===== src/rtl/alu_arbiter.sv =====
// alu_arbiter: shares one 8-bit ALU between two requesters. Round-robin accept over
// a valid/ready request channel, result returned over a valid/ready response channel.
module alu_arbiter #(
  parameter int unsigned EXEC_CYCLES = 1
) (
  input  logic        CLK,
  input  logic        RESET,
  input  logic [1:0]  REQ_VALID,
  output logic [1:0]  REQ_READY,
  input  logic [15:0] REQ_OPCODE,
  input  logic [15:0] REQ_A,
  input  logic [15:0] REQ_B,
  output logic [1:0]  RSP_VALID,
  input  logic [1:0]  RSP_READY,
  output logic [7:0]  RSP_RESULT,
  output logic        RSP_ERR,
  output logic [7:0]  ALU_OPCODE,
  output logic [7:0]  ALU_IN1,
  output logic [7:0]  ALU_IN2,
  input  logic [7:0]  ALU_OUT,
  output logic        BUSY,
  output logic        GRANT_ID
);

  generate
    if (EXEC_CYCLES < 32'd1 || EXEC_CYCLES > 32'd15) begin : g_bad_exec_cycles
      $error("alu_arbiter: EXEC_CYCLES must be within 1..15");
    end
  endgenerate

  // Opcode with bit 5 set makes the ALU tri-state its output, i.e. parks it.
  localparam logic [7:0] ALU_PARK_OP = 8'h20;
  localparam logic [3:0] CNT_LOAD    = 4'(EXEC_CYCLES - 32'd1);

  typedef enum logic [1:0] {
    ST_IDLE = 2'b00,
    ST_EXEC = 2'b01,
    ST_RESP = 2'b10
  } state_t;

  state_t      state_r;
  state_t      state_s;
  logic        sel_s;
  logic        accept_s;
  logic        exec_done_s;
  logic        rsp_done_s;
  logic        err_s;
  logic [1:0]  req_ready_s;
  logic [3:0]  cnt_r;
  logic        last_grant_r;
  logic        grant_r;
  logic        busy_r;
  logic [7:0]  alu_opcode_r;
  logic [7:0]  alu_in1_r;
  logic [7:0]  alu_in2_r;
  logic [1:0]  rsp_valid_r;
  logic [7:0]  rsp_result_r;
  logic        rsp_err_r;

  function automatic logic op_error(input logic [7:0] opcode, input logic [7:0] b);
    logic err;
    if (opcode[5]) begin
      err = 1'b1;
    end else if (opcode[3:0] >= 4'hB) begin
      err = 1'b1;
    end else if ((opcode[3:0] == 4'h9 || opcode[3:0] == 4'hA) && b == 8'h00) begin
      err = 1'b1;
    end else begin
      err = 1'b0;
    end
    return err;
  endfunction

  function automatic logic [1:0] onehot2(input logic idx);
    logic [1:0] v;
    v      = 2'b00;
    v[idx] = 1'b1;
    return v;
  endfunction

  // Round-robin pick: the previous owner only loses when both are pending
  always_comb begin
    sel_s = 1'b0;
    if (REQ_VALID == 2'b11) begin
      sel_s = ~last_grant_r;
    end else if (REQ_VALID[1]) begin
      sel_s = 1'b1;
    end else begin
      sel_s = 1'b0;
    end
  end

  // Next-state and handshake decode
  always_comb begin
    state_s     = state_r;
    req_ready_s = 2'b00;
    accept_s    = 1'b0;
    exec_done_s = 1'b0;
    rsp_done_s  = 1'b0;
    case (state_r)
      ST_IDLE: begin
        if (REQ_VALID != 2'b00 && !RESET) begin
          req_ready_s = onehot2(sel_s);
          accept_s    = 1'b1;
          state_s     = ST_EXEC;
        end else begin
          state_s = ST_IDLE;
        end
      end
      ST_EXEC: begin
        if (cnt_r == 4'd0) begin
          exec_done_s = 1'b1;
          state_s     = ST_RESP;
        end else begin
          state_s = ST_EXEC;
        end
      end
      ST_RESP: begin
        if (RSP_READY[grant_r]) begin
          rsp_done_s = 1'b1;
          state_s    = ST_IDLE;
        end else begin
          state_s = ST_RESP;
        end
      end
      default: begin
        state_s = ST_IDLE;
      end
    endcase
  end

  // Latched operands stay on the ALU pins during EXEC, so the error check can use them
  always_comb begin
    err_s = op_error(alu_opcode_r, alu_in2_r);
  end

  // State register
  always_ff @(posedge CLK or posedge RESET) begin
    if (RESET) begin
      state_r <= ST_IDLE;
    end else begin
      state_r <= state_s;
    end
  end

  // Grant bookkeeping and the EXEC cycle counter
  always_ff @(posedge CLK or posedge RESET) begin
    if (RESET) begin
      grant_r      <= 1'b0;
      last_grant_r <= 1'b1;
      cnt_r        <= 4'd0;
      busy_r       <= 1'b0;
    end else begin
      if (accept_s) begin
        grant_r <= sel_s;
        cnt_r   <= CNT_LOAD;
        busy_r  <= 1'b1;
      end else if (state_r == ST_EXEC && !exec_done_s) begin
        cnt_r <= cnt_r - 4'd1;
      end else if (rsp_done_s) begin
        last_grant_r <= grant_r;
        busy_r       <= 1'b0;
      end
    end
  end

  // ALU drive: operands of the selected requester during EXEC, parked otherwise
  always_ff @(posedge CLK or posedge RESET) begin
    if (RESET) begin
      alu_opcode_r <= ALU_PARK_OP;
      alu_in1_r    <= 8'h00;
      alu_in2_r    <= 8'h00;
    end else begin
      if (accept_s) begin
        alu_opcode_r <= sel_s ? REQ_OPCODE[15:8] : REQ_OPCODE[7:0];
        alu_in1_r    <= sel_s ? REQ_A[15:8]      : REQ_A[7:0];
        alu_in2_r    <= sel_s ? REQ_B[15:8]      : REQ_B[7:0];
      end else if (exec_done_s) begin
        alu_opcode_r <= ALU_PARK_OP;
        alu_in1_r    <= 8'h00;
        alu_in2_r    <= 8'h00;
      end
    end
  end

  // Response capture; result and error hold until the owner takes them
  always_ff @(posedge CLK or posedge RESET) begin
    if (RESET) begin
      rsp_valid_r  <= 2'b00;
      rsp_result_r <= 8'h00;
      rsp_err_r    <= 1'b0;
    end else begin
      if (exec_done_s) begin
        rsp_valid_r  <= onehot2(grant_r);
        rsp_result_r <= err_s ? 8'h00 : ALU_OUT;
        rsp_err_r    <= err_s;
      end else if (rsp_done_s) begin
        rsp_valid_r <= 2'b00;
      end
    end
  end

  assign REQ_READY  = req_ready_s;
  assign RSP_VALID  = rsp_valid_r;
  assign RSP_RESULT = rsp_result_r;
  assign RSP_ERR    = rsp_err_r;
  assign ALU_OPCODE = alu_opcode_r;
  assign ALU_IN1    = alu_in1_r;
  assign ALU_IN2    = alu_in2_r;
  assign BUSY       = busy_r;
  assign GRANT_ID   = grant_r;

endmodule


===== config.mk =====
export PLATFORM = sky130hd
export DESIGN_NAME = alu_arbiter
export DESIGN_NICKNAME = d
export VERILOG_FILES = /design/src/rtl/alu_arbiter.sv
export SDC_FILE = /design/constraint.sdc
export NUM_CORES = 1
export LEC_CHECK = 0
export ABC_AREA = 1
export CAP_MARGIN = 20
export CELL_PAD_IN_SITES_DETAIL_PLACEMENT = 0
export CELL_PAD_IN_SITES_GLOBAL_PLACEMENT = 1
export CORE_MARGIN = 2
export CORE_UTILIZATION = 28
export CTS_CLUSTER_SIZE = 14
export DETAILED_ROUTE_END_ITERATION = 7
export HOLD_SLACK_MARGIN = 0.02
export PLACE_DENSITY = 0.9
export SLEW_MARGIN = 20
export SYNTH_ARGS = -nofsm -noshare
export SYNTH_HDL_FRONTEND = slang
export SYNTH_SLANG_ARGS = --single-unit

===== constraint.sdc =====
create_clock -name CLK -period 2.3 [get_ports CLK]
set_input_delay 0.23 -clock CLK [delete_from_list [all_inputs] [get_ports CLK]]
set_output_delay 0.23 -clock CLK [all_outputs]
set_load 0.005 [all_outputs]

==> Word level (Yosys, flattened, before mapping) <==
Cells that the tools add are included.
W data, S select, Z words.
{ "word_totals": {"output_inout_bits": 39, "word_cells": 83, "in_bits": 62, "reg_bits": 44} }
{ "op_classes": {"n_mux": 39, "addsub": 1, "eq_ne": 6, "bitwise": 3, "n_reduce_logical": 18, "n_lt_le_gt_ge": 5} }
{ "ops": {"columns": ["op", "count"], "rows": [
  ["$mux W8", 9],
  ["$mux W1", 19],
  ["$mux W2", 6],
  ["$reduce_bool A2 Y1", 5],
  ["$eq A4 B4 Y1 const B", 2],
  ["$logic_not A8 Y1", 1],
  ["$mux W4", 2],
  ["$pmux W2 S3", 1],
  ["$logic_and A1 B1 Y1", 5],
  ["$eq A2 B2 Y1 const B", 2],
  ["$ge A4 B4 Y1 const B", 1],
  ["$logic_not A4 Y1", 1],
  ["$lt A1 B2 Y1 const B", 2],
  ["$sub A4 B1 Y4 const B", 1],
  ["$not A1 Y1", 3],
  ["$reduce_and A3 Y1", 1],
  ["$demux W1 S1", 2],
  ["$eq A2 B1 Y1 const B", 1],
  ["$ge A1 B1 Y1 const B", 2],
  ["$logic_not A1 Y1", 2],
  ["$logic_not A2 Y1", 1],
  ["$ne A2 B2 Y1 const B", 1],
  ["$reduce_and A2 Y1", 1],
  ["$logic_or A1 B1 Y1", 1]
]} }

==> Depth between registers and ports, before layout <==
{ "depth": {"word_depth": 8, "mapped_depth": 9, "ltp_nobuf": 8} }

==> Worst setup path before layout <==
No wires, ideal clock.
{ "synth_path": {"path_kind": "input-to-reg", "startpoint": "input RESET", "endpoint": "register alu_opcode_r[0] (netlist: ALU_OPCODE[0])", "setup_ns": 0.117, "t_required_ns": 2.183, "t_arrival_ns": 2.029, "n_path_buf": 1, "cell_stages": 9, "path_slack_ns": 0.154, "cell_sequence": "inv_1 -> nand2_1 -> nor2_4 -> inv_4 -> nand2_4 -> inv_4 -> buf_6 -> nand2_1 -> nand2_1"} }
{ "synth_between": {"elab_chain_cells": 5, "elab_cells_between_ends": 6, "cone_classes": "mux: 3; reduce/logical: 3"} }
{ "synth_rtl": {"columns": ["element", "line_no", "source"], "rows": [
  ["start: declaration", "7", "input logic RESET,"],
  ["$logic_not A1 Y1 (no line) *", null, null],
  ["$logic_and A1 B1 Y1 *", "102", "if (REQ_VALID != 2'b00 && !RESET) begin"],
  ["$mux W1 *", "102", null],
  ["$mux W1 *", "100", "case (state_r)"],
  ["$mux W8 or $reduce_bool A2 Y1 (tied branches)", null, null],
  ["end signal: assignment", "175", "alu_opcode_r <= sel_s ? REQ_OPCODE[15:8] : REQ_OPCODE[7:0];"],
  ["end: declaration", "53", "logic [7:0] alu_opcode_r;"]
]} }
Every way passes the cells marked *; elsewhere a longest branch is shown, timed or not.
A chain may end at the register's enable or synchronous reset.

==> Worst setup path in the final report <==
{ "layout_path": {"startpoint": "register last_grant_r", "endpoint": "output REQ_READY[1]"} }
{ "layout_between": {"elab_chain_cells": 8, "elab_cells_between_ends": 9, "cone_classes": "order compare: 2; mux: 5; bitwise: 1; reduce/logical: 1"} }
{ "layout_rtl": {"columns": ["element", "line_no", "source"], "rows": [
  ["start: declaration", "50", "logic last_grant_r;"],
  ["start signal: assignment", "161", "last_grant_r <= grant_r;"],
  ["$not A1 Y1 *", "85", "sel_s = ~last_grant_r;"],
  ["$mux W1 *", "84", "if (REQ_VALID == 2'b11) begin"],
  ["$lt A1 B2 Y1 (implied by the code) or $ge A1 B1 Y1 (tied branches)", "77", "v[idx] = 1'b1;"],
  ["$logic_and A1 B1 Y1 (implied by the code)", "77", null],
  ["$mux W1 (implied by the code)", "77", null],
  ["$demux W1 S1 *", "77", null],
  ["$mux W2 *", "102", null],
  ["$mux W2 *", "100", null],
  ["end: declaration", "9", "output logic [1:0] REQ_READY,"]
]} }
Marked as above.

==> metrics.csv <==
metric,value,unit
R2R setup slack,0.70,ns
uppermost routed layer,met4,
Peak VDD IR,396,µV
CP endpoint kind,output pin,
Netlist Area Pre-Place,2140,µm²
DP HPWL,4390,µm
routed vias/inst,4.27,
"Distinct cells, synth",22,
DR WL met3,441,µm
drt first pass iters,4,
wire per inst,11.7,µm
wire length on met1,2450,µm
Synth Instances,292,
vias,2119,
total track usage,14.6,%
Worst path most repeated cell,nand2_1,
largest stage delay on the critical path,0.54,ns
Fillers,731,
unrepaired setup endpoints after global routing,false,
mux share of post-synthesis cell area,0,%
Fin Setup TNS,0,ns
CP Max Fanout,19,
P&R area growth vs syn,57.6,%
Worst R2R End,ALU_IN1[3]$_DFFE_PP0P_,
Die Y,91.4,µm
Yosys warning count,0,
top cell type by total area after synthesis,dfrtp_1,
Setup Buffers After CTS,0,
final instance area,3370,µm²
Synth top area share,49.2,%
GP Congestion,0.746,
# diodes,0,
DRC,0,
Final Cycle Share,88.5,%
WL final,5790,µm
Final Skew,0.00801,ns
largest net degree at the start of global routing,45,
clock sinks,44,
Seq cells post-synth,44,
"Arr. time, crit path",1.81,ns
Setup CP Type,register to output pin,
clk root buf,clkbuf_8,
Die X,91.4,µm
final setup violating endpoints,0,
NumNets Final,459,
Post-Synth Simple-Gate Area,38.0,%
outcome,"complete, no violations",
vias in the first global route,2092,
Multi-input gate area,917,µm²
Num CTS Buffers,5,
initial antenna violation count,0,
worst hold path type,input port to async pin,
final hold violation count,0,
post-synthesis sequential area ratio,51.6,%
DP Area,3260,µm²
total gr overflow,0,
Worst-Skew Late Latency,0.30,ns
clock buffer depth,2,
Hold Slack,0.395,ns
Post-Syn Area per Cell,7.32,µm²
compound-cell area share of the yosys netlist,4.33,%
synth top area cells,"dfrtp_1 (49%), nand2_1 (29%), nand3_1 (3.7%)",
"Req. time, crit path",2.07,ns
slowest library cell on the worst path,dfstp_2,
Core ar.,7330,µm²
IO Count,101,
XOR/XNOR Fraction of Synth Area,0,%
Max Cap Viol,0,
Sequential Area,1100,µm²
DR iter-0 viols,74,
worst r2r src,cnt_r[0]$_DFFE_PP0P_,
Worst-Margin Slew,0.555,ns
post-CTS resize count,0,
r2r worst-path depth,7,
largest family of logic cells by synthesized area,simple AND/OR/NAND/NOR gates,
"antenna viol nets, final",0,
Buffers on Ports,100,
Tmin final,2.04,ns
CTS tree,yes,
Worst-path clk slew,0.09,ns
effective utilization at floorplan,29.2,%
sequence of cells on the critical path,nand2_1 -> nand2_1 -> buf_4 -> nor2_1 -> clkdlybuf4s50_1,
metal2 WL,2860,µm
Die ar.,8350,µm²
Max Fclk,0.491,GHz
Lkg Pwr,1.66,nW
share of layout cells above drive strength 1,6.05,%
first-pass GRT wire length,9760,µm
H-tree depth,2,
relative slew slack,63.0,%
Pwr Density,1030,nW/µm²
synthesized net count,355,
CTS Hold Bufs,0,
Post-Synth Adder-Cell Area,0.585,%
FP Rows,31,
CP Launch Type,register,
max-slew violations,0,
[sequential cells by signal, indices dropped and copies added (netlist names)]
register      count
cnt_r             4
ALU_OPCODE        8
BUSY              1
RSP_ERR           1
last_grant_r      1
GRANT_ID          1
state_r           2
RSP_VALID         2
RSP_RESULT        8
ALU_IN2           8
ALU_IN1           8
[how the worst max path moves through the flow]
stage | start | slack [ns] | endpoint
finish | last_grant_r$_DFFE_PP1P_ | 0.26 | REQ_READY[1]
global route | state_r[1]$_DFF_PP0_ | 0.11 | REQ_READY[0]
CTS | state_r[1]$_DFF_PP0_ | 0.25 | REQ_READY[0]
detailed placement | REQ_VALID[0] | 0.34 | REQ_READY[1]
global placement | REQ_VALID[1] | 0.36 | REQ_READY[1]
floorplan | RESET | 0.15 | ALU_OPCODE[0]$_DFFE_PP0P_
[layer usage]
metal	vias to the layer above	track usage, %
li1	1105	-
met1	942	17.3
met2	68	25.5
met3	4	4.81
met4	0	3.03
met5	-	0
[worst max-delay path, delay by kind of cell, from the launching register on]
kind	cells	cell delay [ns]
and+or+nand+nor	3	0.28
DFF	1	0.54
buffers and inverters	2	0.70
[Yosys cell counts]
library cell,n
nand3_1,16
ha_1,1
nor2_2,2
nor2_4,1
a31oi_1,1
o21ai_0,13
buf_2,6
nand2_4,1
nor2_1,13
nand3_2,1
nand2_1,167
clkbuf_1,1
dfstp_2,2
a21oi_1,3
nor3_1,1
dfrtp_1,42
inv_4,2
buf_6,1
nand4_1,1
inv_1,15
o22ai_1,1
inv_2,1
[layout make-up]
| type | count | area share, % |
|---|---|---|
| Clock buffer | 5 | 2.04 |
| Clock inverter | 3 | 1.37 |
| Inverter | 18 | 2.15 |
| Multi-Input combinational cell | 222 | 27.2 |
| Sequential cell | 44 | 32.7 |
| Tap cell | 99 | 3.67 |
| Timing Repair Buffer | 105 | 30.8 |
[stage by stage]
| step | utilization [%] | worst slack, ns | total power, mW | std cells |
|---|---|---|---|---|
| CTS | 46.0 | 0.254 | 3.54 | 496 |
| finish | 46.0 | 0.264 | 3.48 | 496 |
| detailed placement | 44.4 | 0.341 | 2.92 | 488 |
| global placement | 44.4 | 0.362 | 2.88 | 488 |
| floorplan | - | 0.154 | 2.06 | 292 |
| global route | 46.0 | 0.110 | 3.80 | 496 |
[where the power goes]
| group | total [mW] | internal, mW | switching, mW | leakage (nW) |
|---|---|---|---|---|
| logic | 1.57 | 0.815 | 0.758 | 1.05 |
| registers | 1.30 | 1.10 | 0.198 | 0.557 |
| clock network | 0.604 | 0.327 | 0.276 | 0.0548 |
| total | 3.48 | 2.24 | 1.23 | 1.66 |
[cells in the final DEF, fill, tap and decap left out, drive strengths merged]
cell / n
clkbuf: 5
nand3: 17
clkinvlp: 1
o22ai: 1
nor2: 16
inv: 19
dfstp: 2
bufinv: 1
buf: 5
a31oi: 1
a21oi: 3
nor3: 1
clkdlybuf4s50: 100
dfrtp: 42
nand4: 1
o21ai: 13
nand2: 168
ha: 1
[logic make-up after synthesis]
| group | count (synthesis) |
|---|---|
| fa+ha+maj | 1 |
| compound gates | 18 |
| buf+inv | 26 |
| flops | 44 |
| simple gates | 203 |
No activity file was read; power rests on OpenSTA's default activity.
